### src/rtl/wb_initiator.sv
// wb_initiator: Wishbone B4 classic, single-outstanding load/store initiator with byte-lane
// steering and misalignment checking. Define WBI_TIMEOUT_EN to abort cycles that never get ack/err.
module wb_initiator #(
  parameter int unsigned TIMEOUT_CYCLES = 256
) (
  input  logic        wb_clk_i,
  input  logic        wb_rst_i,
  input  logic        req_valid_i,
  output logic        req_ready_o,
  input  logic [31:0] req_addr_i,
  input  logic        req_we_i,
  input  logic [1:0]  req_size_i,
  input  logic [31:0] req_wdata_i,
  output logic        resp_valid_o,
  output logic [31:0] resp_rdata_o,
  output logic        resp_err_o,
  output logic        wb_cyc_o,
  output logic        wb_stb_o,
  output logic [29:0] wb_adr_o,
  output logic [31:0] wb_dat_o,
  input  logic [31:0] wb_dat_i,
  output logic        wb_we_o,
  output logic [3:0]  wb_sel_o,
  input  logic        wb_ack_i,
  input  logic        wb_err_i
);

  typedef enum logic [1:0] {
    S_IDLE = 2'd0,
    S_BUS  = 2'd1,
    S_RESP = 2'd2
  } state_e;

  state_e      state_q, state_d;
  logic        cyc_q, cyc_d;
  logic [29:0] adr_q, adr_d;
  logic        we_q, we_d;
  logic [3:0]  sel_q, sel_d;
  logic [31:0] dat_q, dat_d;
  logic [1:0]  off_q, off_d;
  logic [1:0]  size_q, size_d;
  logic [31:0] rdata_q, rdata_d;
  logic        err_q, err_d;

  logic        accept;
  logic        misaligned;
  logic        timeout;
  logic        bus_done;
  logic [3:0]  req_sel;
  logic [31:0] req_dat;
  logic [31:0] ld_shift;
  logic [31:0] ld_data;

  assign accept   = req_valid_i && (state_q == S_IDLE);
  assign bus_done = (state_q == S_BUS) && (wb_ack_i || wb_err_i || timeout);

  always_comb begin
    unique case (req_size_i)
      2'd0:    misaligned = 1'b0;
      2'd1:    misaligned = req_addr_i[0];
      2'd2:    misaligned = |req_addr_i[1:0];
      default: misaligned = 1'b1;
    endcase
  end

  always_comb begin
    req_sel = 4'b1111;
    req_dat = req_wdata_i;
    case (req_size_i)
      2'd0: begin
        req_sel = 4'b0001 << req_addr_i[1:0];
        req_dat = {4{req_wdata_i[7:0]}};
      end
      2'd1: begin
        req_sel = 4'b0011 << {req_addr_i[1], 1'b0};
        req_dat = {2{req_wdata_i[15:0]}};
      end
      default: ;
    endcase
  end

  // Load data is right-justified by the byte offset, then trimmed to the access size.
  assign ld_shift = wb_dat_i >> {off_q, 3'b000};

  always_comb begin
    case (size_q)
      2'd0:    ld_data = {24'h0, ld_shift[7:0]};
      2'd1:    ld_data = {16'h0, ld_shift[15:0]};
      default: ld_data = ld_shift;
    endcase
  end

`ifdef WBI_TIMEOUT_EN
  localparam int unsigned CNT_W = $clog2(TIMEOUT_CYCLES + 1);

  logic [CNT_W-1:0] tmo_q, tmo_d;

  // Expires on the edge that completes the TIMEOUT_CYCLES-th strobe cycle.
  assign timeout = (state_q == S_BUS) && (tmo_q == CNT_W'(TIMEOUT_CYCLES - 1));

  always_comb begin
    tmo_d = tmo_q;
    if (accept) begin
      tmo_d = '0;
    end else if (state_q == S_BUS) begin
      tmo_d = tmo_q + CNT_W'(1);
    end
  end

  always_ff @(posedge wb_clk_i) begin
    if (wb_rst_i) begin
      tmo_q <= '0;
    end else begin
      tmo_q <= tmo_d;
    end
  end
`else
  logic unused_timeout_cfg;
  assign unused_timeout_cfg = ^TIMEOUT_CYCLES;
  assign timeout            = 1'b0;
`endif

  always_ff @(posedge wb_clk_i) begin
    if (wb_rst_i) begin
      state_q <= S_IDLE;
    end else begin
      state_q <= state_d;
    end
  end

  always_comb begin
    state_d = state_q;
    unique case (state_q)
      S_IDLE: begin
        if (accept) begin
          state_d = misaligned ? S_RESP : S_BUS;
        end
      end
      S_BUS: begin
        if (bus_done) begin
          state_d = S_RESP;
        end
      end
      S_RESP:  state_d = S_IDLE;
      default: state_d = S_IDLE;
    endcase
  end

  always_comb begin
    cyc_d   = cyc_q;
    adr_d   = adr_q;
    we_d    = we_q;
    sel_d   = sel_q;
    dat_d   = dat_q;
    off_d   = off_q;
    size_d  = size_q;
    rdata_d = rdata_q;
    err_d   = err_q;
    if (accept) begin
      if (misaligned) begin
        err_d   = 1'b1;
        rdata_d = '0;
      end else begin
        cyc_d  = 1'b1;
        adr_d  = req_addr_i[31:2];
        we_d   = req_we_i;
        sel_d  = req_sel;
        dat_d  = req_dat;
        off_d  = req_addr_i[1:0];
        size_d = req_size_i;
      end
    end else if (bus_done) begin
      cyc_d = 1'b0;
      // err beats ack; an expiry without ack is also an error
      if (wb_err_i || !wb_ack_i) begin
        err_d   = 1'b1;
        rdata_d = '0;
      end else begin
        err_d   = 1'b0;
        rdata_d = we_q ? '0 : ld_data;
      end
    end
  end

  always_ff @(posedge wb_clk_i) begin
    if (wb_rst_i) begin
      cyc_q   <= 1'b0;
      adr_q   <= '0;
      we_q    <= 1'b0;
      sel_q   <= '0;
      dat_q   <= '0;
      off_q   <= '0;
      size_q  <= '0;
      rdata_q <= '0;
      err_q   <= 1'b0;
    end else begin
      cyc_q   <= cyc_d;
      adr_q   <= adr_d;
      we_q    <= we_d;
      sel_q   <= sel_d;
      dat_q   <= dat_d;
      off_q   <= off_d;
      size_q  <= size_d;
      rdata_q <= rdata_d;
      err_q   <= err_d;
    end
  end

  always_comb begin
    req_ready_o  = (state_q == S_IDLE) && !wb_rst_i;
    resp_valid_o = (state_q == S_RESP);
    resp_rdata_o = rdata_q;
    resp_err_o   = err_q;
    wb_cyc_o     = cyc_q;
    wb_stb_o     = cyc_q;
    wb_adr_o     = adr_q;
    wb_dat_o     = dat_q;
    wb_we_o      = we_q;
    wb_sel_o     = sel_q;
  end

endmodule

### config.mk
export PLATFORM = sky130hd
export DESIGN_NAME = wb_initiator
export DESIGN_NICKNAME = d
export VERILOG_FILES = /design/src/rtl/wb_initiator.sv
export SDC_FILE = /design/constraint.sdc
export NUM_CORES = 1
export LEC_CHECK = 0
export ABC_AREA = 1
export CELL_PAD_IN_SITES_DETAIL_PLACEMENT = 2
export CELL_PAD_IN_SITES_GLOBAL_PLACEMENT = 2
export CORE_AREA = 8 8 165 167
export DETAILED_ROUTE_END_ITERATION = 12
export DIE_AREA = 0 0 173 175
export GPL_TIMING_DRIVEN = 0
export PLACE_DENSITY = 0.91
export SETUP_SLACK_MARGIN = 0.4
export SYNTH_ARGS = -nofsm -noshare
export SYNTH_HDL_FRONTEND = slang
export SYNTH_SLANG_ARGS = --single-unit
### constraint.sdc
create_clock -name wb_clk_i -period 1.73 [get_ports wb_clk_i]
set_clock_uncertainty 0.1 [all_clocks]
set_input_delay 0.2595 -clock wb_clk_i [delete_from_list [all_inputs] [get_ports wb_clk_i]]
set_output_delay 0.2595 -clock wb_clk_i [all_outputs]
set_load 0.01 [all_outputs]
* After elaboration in Yosys (flattened, before gate mapping)
Index checks and enable logic that the tools add are counted.
W data, S select, Z words.
** Cells by class
- Shifts and indexed selects :: 3
- Bitwise logic cells :: 1
- Reductions and logical operators :: 16
- Muxes and demuxes :: 20
- Equal/unequal tests :: 9
** Operators by type and width (number)
- $mux W32 :: 5
- $pmux W32 S2 :: 2
- $shr A32 B5 Y32 :: 1
- $pmux W4 S2 :: 1
- $reduce_and A2 Y1 :: 4
- $mux W1 :: 7
- $eq A2 B1 Y1 const B :: 3
- $logic_not A2 Y1 :: 3
- $mux W2 :: 3
- $ne A2 B2 Y1 const B :: 3
- $eq A2 B2 Y1 const B :: 2
- $pmux W2 S2 :: 1
- $shl A1 B2 Y4 const A :: 1
- $shl A2 B2 Y4 const A :: 1
- $logic_and A1 B1 Y1 :: 3
- $pmux W1 S3 :: 1
- $logic_not A1 Y1 :: 2
- $logic_or A1 B1 Y1 :: 2
- $ne A2 B1 Y1 const B :: 1
- $reduce_bool A2 Y1 :: 1
- $reduce_or A2 Y1 :: 1
- $not A1 Y1 :: 1
** Word-level totals
- Bits in registers :: 107
- Input port bits :: 104

* Longest topological paths before layout
- Word-level depth :: 6
- Mapped depth :: 10
- Mapped depth without buffers :: 8

* Worst setup path before layout
Ideal clock, no wire load.
- Path kind :: register to register
- Start point :: reg state_q[1]
- End point :: reg rdata_q[29] (netlist: resp_rdata_o[29])
- Path slack :: 0.336 ns
- Data required time :: 1.520 ns
- Stages on the path, launching flop included :: 10
- Path buffers :: 1
- Arrival time :: 1.184 ns
- Path through :: dfxtp_1 -> inv_1 -> nand2_1 -> a21oi_1 -> inv_2 -> nand2_2 -> buf_6 -> nand2_1 -> inv_1 -> nor2_1
** On the way
- Cells in the longest elaborated chain, start to end :: 4
** Ends and longest elaborated chain
- from (decl) :: RTL line 34 : state_e state_q, state_d;
- from (signal assigned) :: RTL line 127 : state_q <= state_d;
- $logic_not A2 Y1 / $eq A2 B1 Y1 (equally long branches) :: RTL line 54, 55
- $logic_and A1 B1 Y1 (on tied branches) :: RTL line 54, 55
- $ne A2 B1 Y1 (no source line) / $reduce_bool A2 Y1 (equally long branches)
- $reduce_and A2 Y1 (no source line)
- to (signal assigned) :: RTL line 204 : rdata_q <= rdata_d;
- to (decl) :: RTL line 42 : logic [31:0] rdata_q, rdata_d;
Several ways; a longest one is shown, not always the timed one.
A chain may end at the register's enable or synchronous reset.

* Worst setup path in the final report
- Start point :: reg state_q[1]
- End point :: reg adr_q[17] (netlist: wb_adr_o[17])
** On the way
- Cells in the longest elaborated chain, start to end :: 3
** Ends and longest elaborated chain
- $logic_not A2 Y1 :: RTL line 54 : assign accept = req_valid_i && (state_q == S_IDLE);
- $logic_and A1 B1 Y1 :: RTL line 54
- $reduce_and A2 Y1 (no source line)
- to (signal assigned) :: RTL line 198 : adr_q <= adr_d;
- to (decl) :: RTL line 36 : logic [29:0] adr_q, adr_d;
Every way passes these cells.

==> metrics.yaml <==
outcome: "finished clean"
drive_gt1_share_pct: 29.2
cts.sinks: 107
synth-edff-count: 0
fin_crit_sh_pct: 88.8
path_cells: "nor2_4 > nand2_4 > buf_12 > nor2_8 > buf_12 > buf_8 > nand2_1 > a21oi_2"
fp.dieH_um: 175
wirelength_um: 28400
yosysSeqAreaShare_pct: 40.2
stdcell_area_mm2: 0.00874
cts_max_path_buffers: 2
crit_family: "buffers and inverters"
mappedNetlistNets: 956
required_ps: 1930
via_count: 6531
startpoint: "state_q[1]"
portBuffers: 206
cts_buffers: 9
layout_commonest_cell: "nand2_1"
core_mm2: 0.0247
final_cell_mix: "284 x nand2_1, 98 x inv_1, 95 x clkbuf_2, 95 x clkdlybuf4s50_1, 94 x dfxtp_1"
grt_max_degree: 21
vdd_drop_max_mv: 0.425
io_pins: 208
netlist_area_mm2: 0.00532
r2r_cells: 8
die-area_mm2: 0.0303
worstSetupEndpointType: "register"
place_congestion: 0.841
grt_first_pass_wirelength_um: 42200
fmaxAchievable_mhz: 651
place_ws_ps: -613
yosys_warnings: 0
drt_iter0_drc: 205
startpoint_type: "register"
p_total_uw: 6790
avgRoutedWirePerCell_um: 19.6
clk_pin_slew_ps: 80
grt_usage_pct: 17.8
cp_slowest_cell: "dfxtp_2"
grt_pass1_vias: 7254
fin_nets: 1214
r2r-end: "wb_adr_o[17]"
ant_nets: 0
path_max_fanout: 8
yosysUniqueCellTypes: 24
initial_core_util_pct: 21.6
ctsHtreeMaxLevel: 3
finalHoldViolations: 0
drc: 0
areaGrowthSynthToFinish_pct: 64.2
r2r_setup_slack_ps: 190
path_depth: 8
clock_latency_ps: 360
slowest_delay_ps: 340
path_buf_inv: 3
p_leak_uw: 0.00420
rsz0062_at_grt: "yes"
ys.flop_type: "dfxtp_1"
layout_setup_ws_ps: 193
antenna_found_initial: 3
drv_cap: 0
synthCells: 852
root_buffer: "clkbuf_16"
vias_per_cell: 4.52
synth_async_sr_flop_share_pct: 0
setup_violations: 0
period_needed_ps: 1540
path_class: "register to register"
synth_seq_cells: 107
avgSynthCellArea_um2: 6.25
place_area_mm2: 0.00783
worstMarginPinSlew_ps: 677
grt_overflow: 0
worstPathArrival_ps: 1730
die_w_um: 173
first_pass_iters: 4
relSlewSlack_pct: 54.8
rows: 58
cts_hold_buf: 0
hp-class: "primary input to register"
drv_slew: 0
r2r-start: "state_q[1]"
crit_path_end: "wb_adr_o[17]"
dpl.hpwl_um: 20500
cts_tree: "done"
crit_top_cell: "buf_12"
power_density_mw_per_mm2: 776
-- power breakdown --
part / switching [uW] / total, uW / internal (uW) / leakage [uW]
combinational: 1050 / 1880 / 832 / 0.00318
clock: 1140 / 2160 / 1020 / 0.000140
sequential: 107 / 2740 / 2630 / 0.000880
total: 2300 / 6790 / 4480 / 0.00420
-- Yosys cell counts (all sizes together), types with 2 or more instances --
cell type,instances,share of area (%)
dfxtp,107,40
a21oi,66,6.4
nand2,327,23
nand3,65,6.2
o211ai,8,1.1
buf,37,4.1
nor2,101,7.7
inv,105,7.4
o21ai,20,2.0
nand4,2,0.23
clkbuf,12,0.85
-- kinds of logic after synthesis --
| family | Yosys count | synth area share [%] |
|---|---|---|
| flops | 107 | 40.2 |
| buf+inv | 154 | 12.4 |
| compound gates | 95 | 9.71 |
| simple gates | 496 | 37.7 |
-- state kept, by name, indices dropped and copies added, names as in the netlist --
register	count
resp_rdata_o	32
wb_dat_o	32
wb_adr_o	30
wb_sel_o	4
off_q	2
size_q	2
state_q	2
resp_err_o	1
wb_cyc_o	1
wb_we_o	1
-- layout make-up --
class,count,area (um2)
sequential,107,2160
clock buffer,9,225
antenna,1,2.50
multi-input combinational,593,2990
clock inverter,7,67.6
timing repair buffer,245,1970
buffer,49,503
inverter,105,408
fill,2888,15900
tap,330,413
-- routing by layer --
layer / GRT usage [%] / vias to the layer above / share of wire, % / wire length, um
li1: - / 3124 / - / -
met1: 20.0 / 3195 / 40 / 11500
met2: 31.7 / 177 / 51 / 14400
met3: 5.81 / 33 / 6.8 / 1940
met4: 5.21 / 2 / 1.9 / 535
met5: 0 / - / 0.046 / 13
-- how the worst min path moves through the flow --
stage | from | to | slack, ps | depth (start not counted)
after detailed placement | wb_adr_o[4] | wb_adr_o[4] | 360 | 2
final | req_size_i[0] | size_q[0] | 110 | 3
after global routing | req_size_i[0] | size_q[0] | 100 | 3
after global placement | wb_adr_o[1] | wb_adr_o[1] | 350 | 2
after floorplan | req_addr_i[0] | off_q[0] | 300 | 2
after CTS | req_size_i[0] | size_q[0] | 90 | 3
-- metrics by stage --
stage          util [%]  instances  hold WS [ps]  TNS (ps)
4_1_cts            34.5       1429          94.1         0
6_report           35.4       1446           107         0
2_1_floorplan         -        852           302         0
3_3_place_gp       31.7       1388           351    -33910
3_5_place_dp       31.7       1388           362    -40990
5_1_grt            35.4       1445           102         0
-- repair_timing --
action,4_1_cts,5_1_grt
endpoints found under the setup margin,211,200
buffers inserted,21,12
gates cloned,4,4
pin swaps,15,30
gates resized for setup,271,296
-- worst min-delay path, stage by stage --
cell     delay [ps]
buf_6           130
nand2_2          80
a21oi_2          50
(Power assumes the default switching activity.)
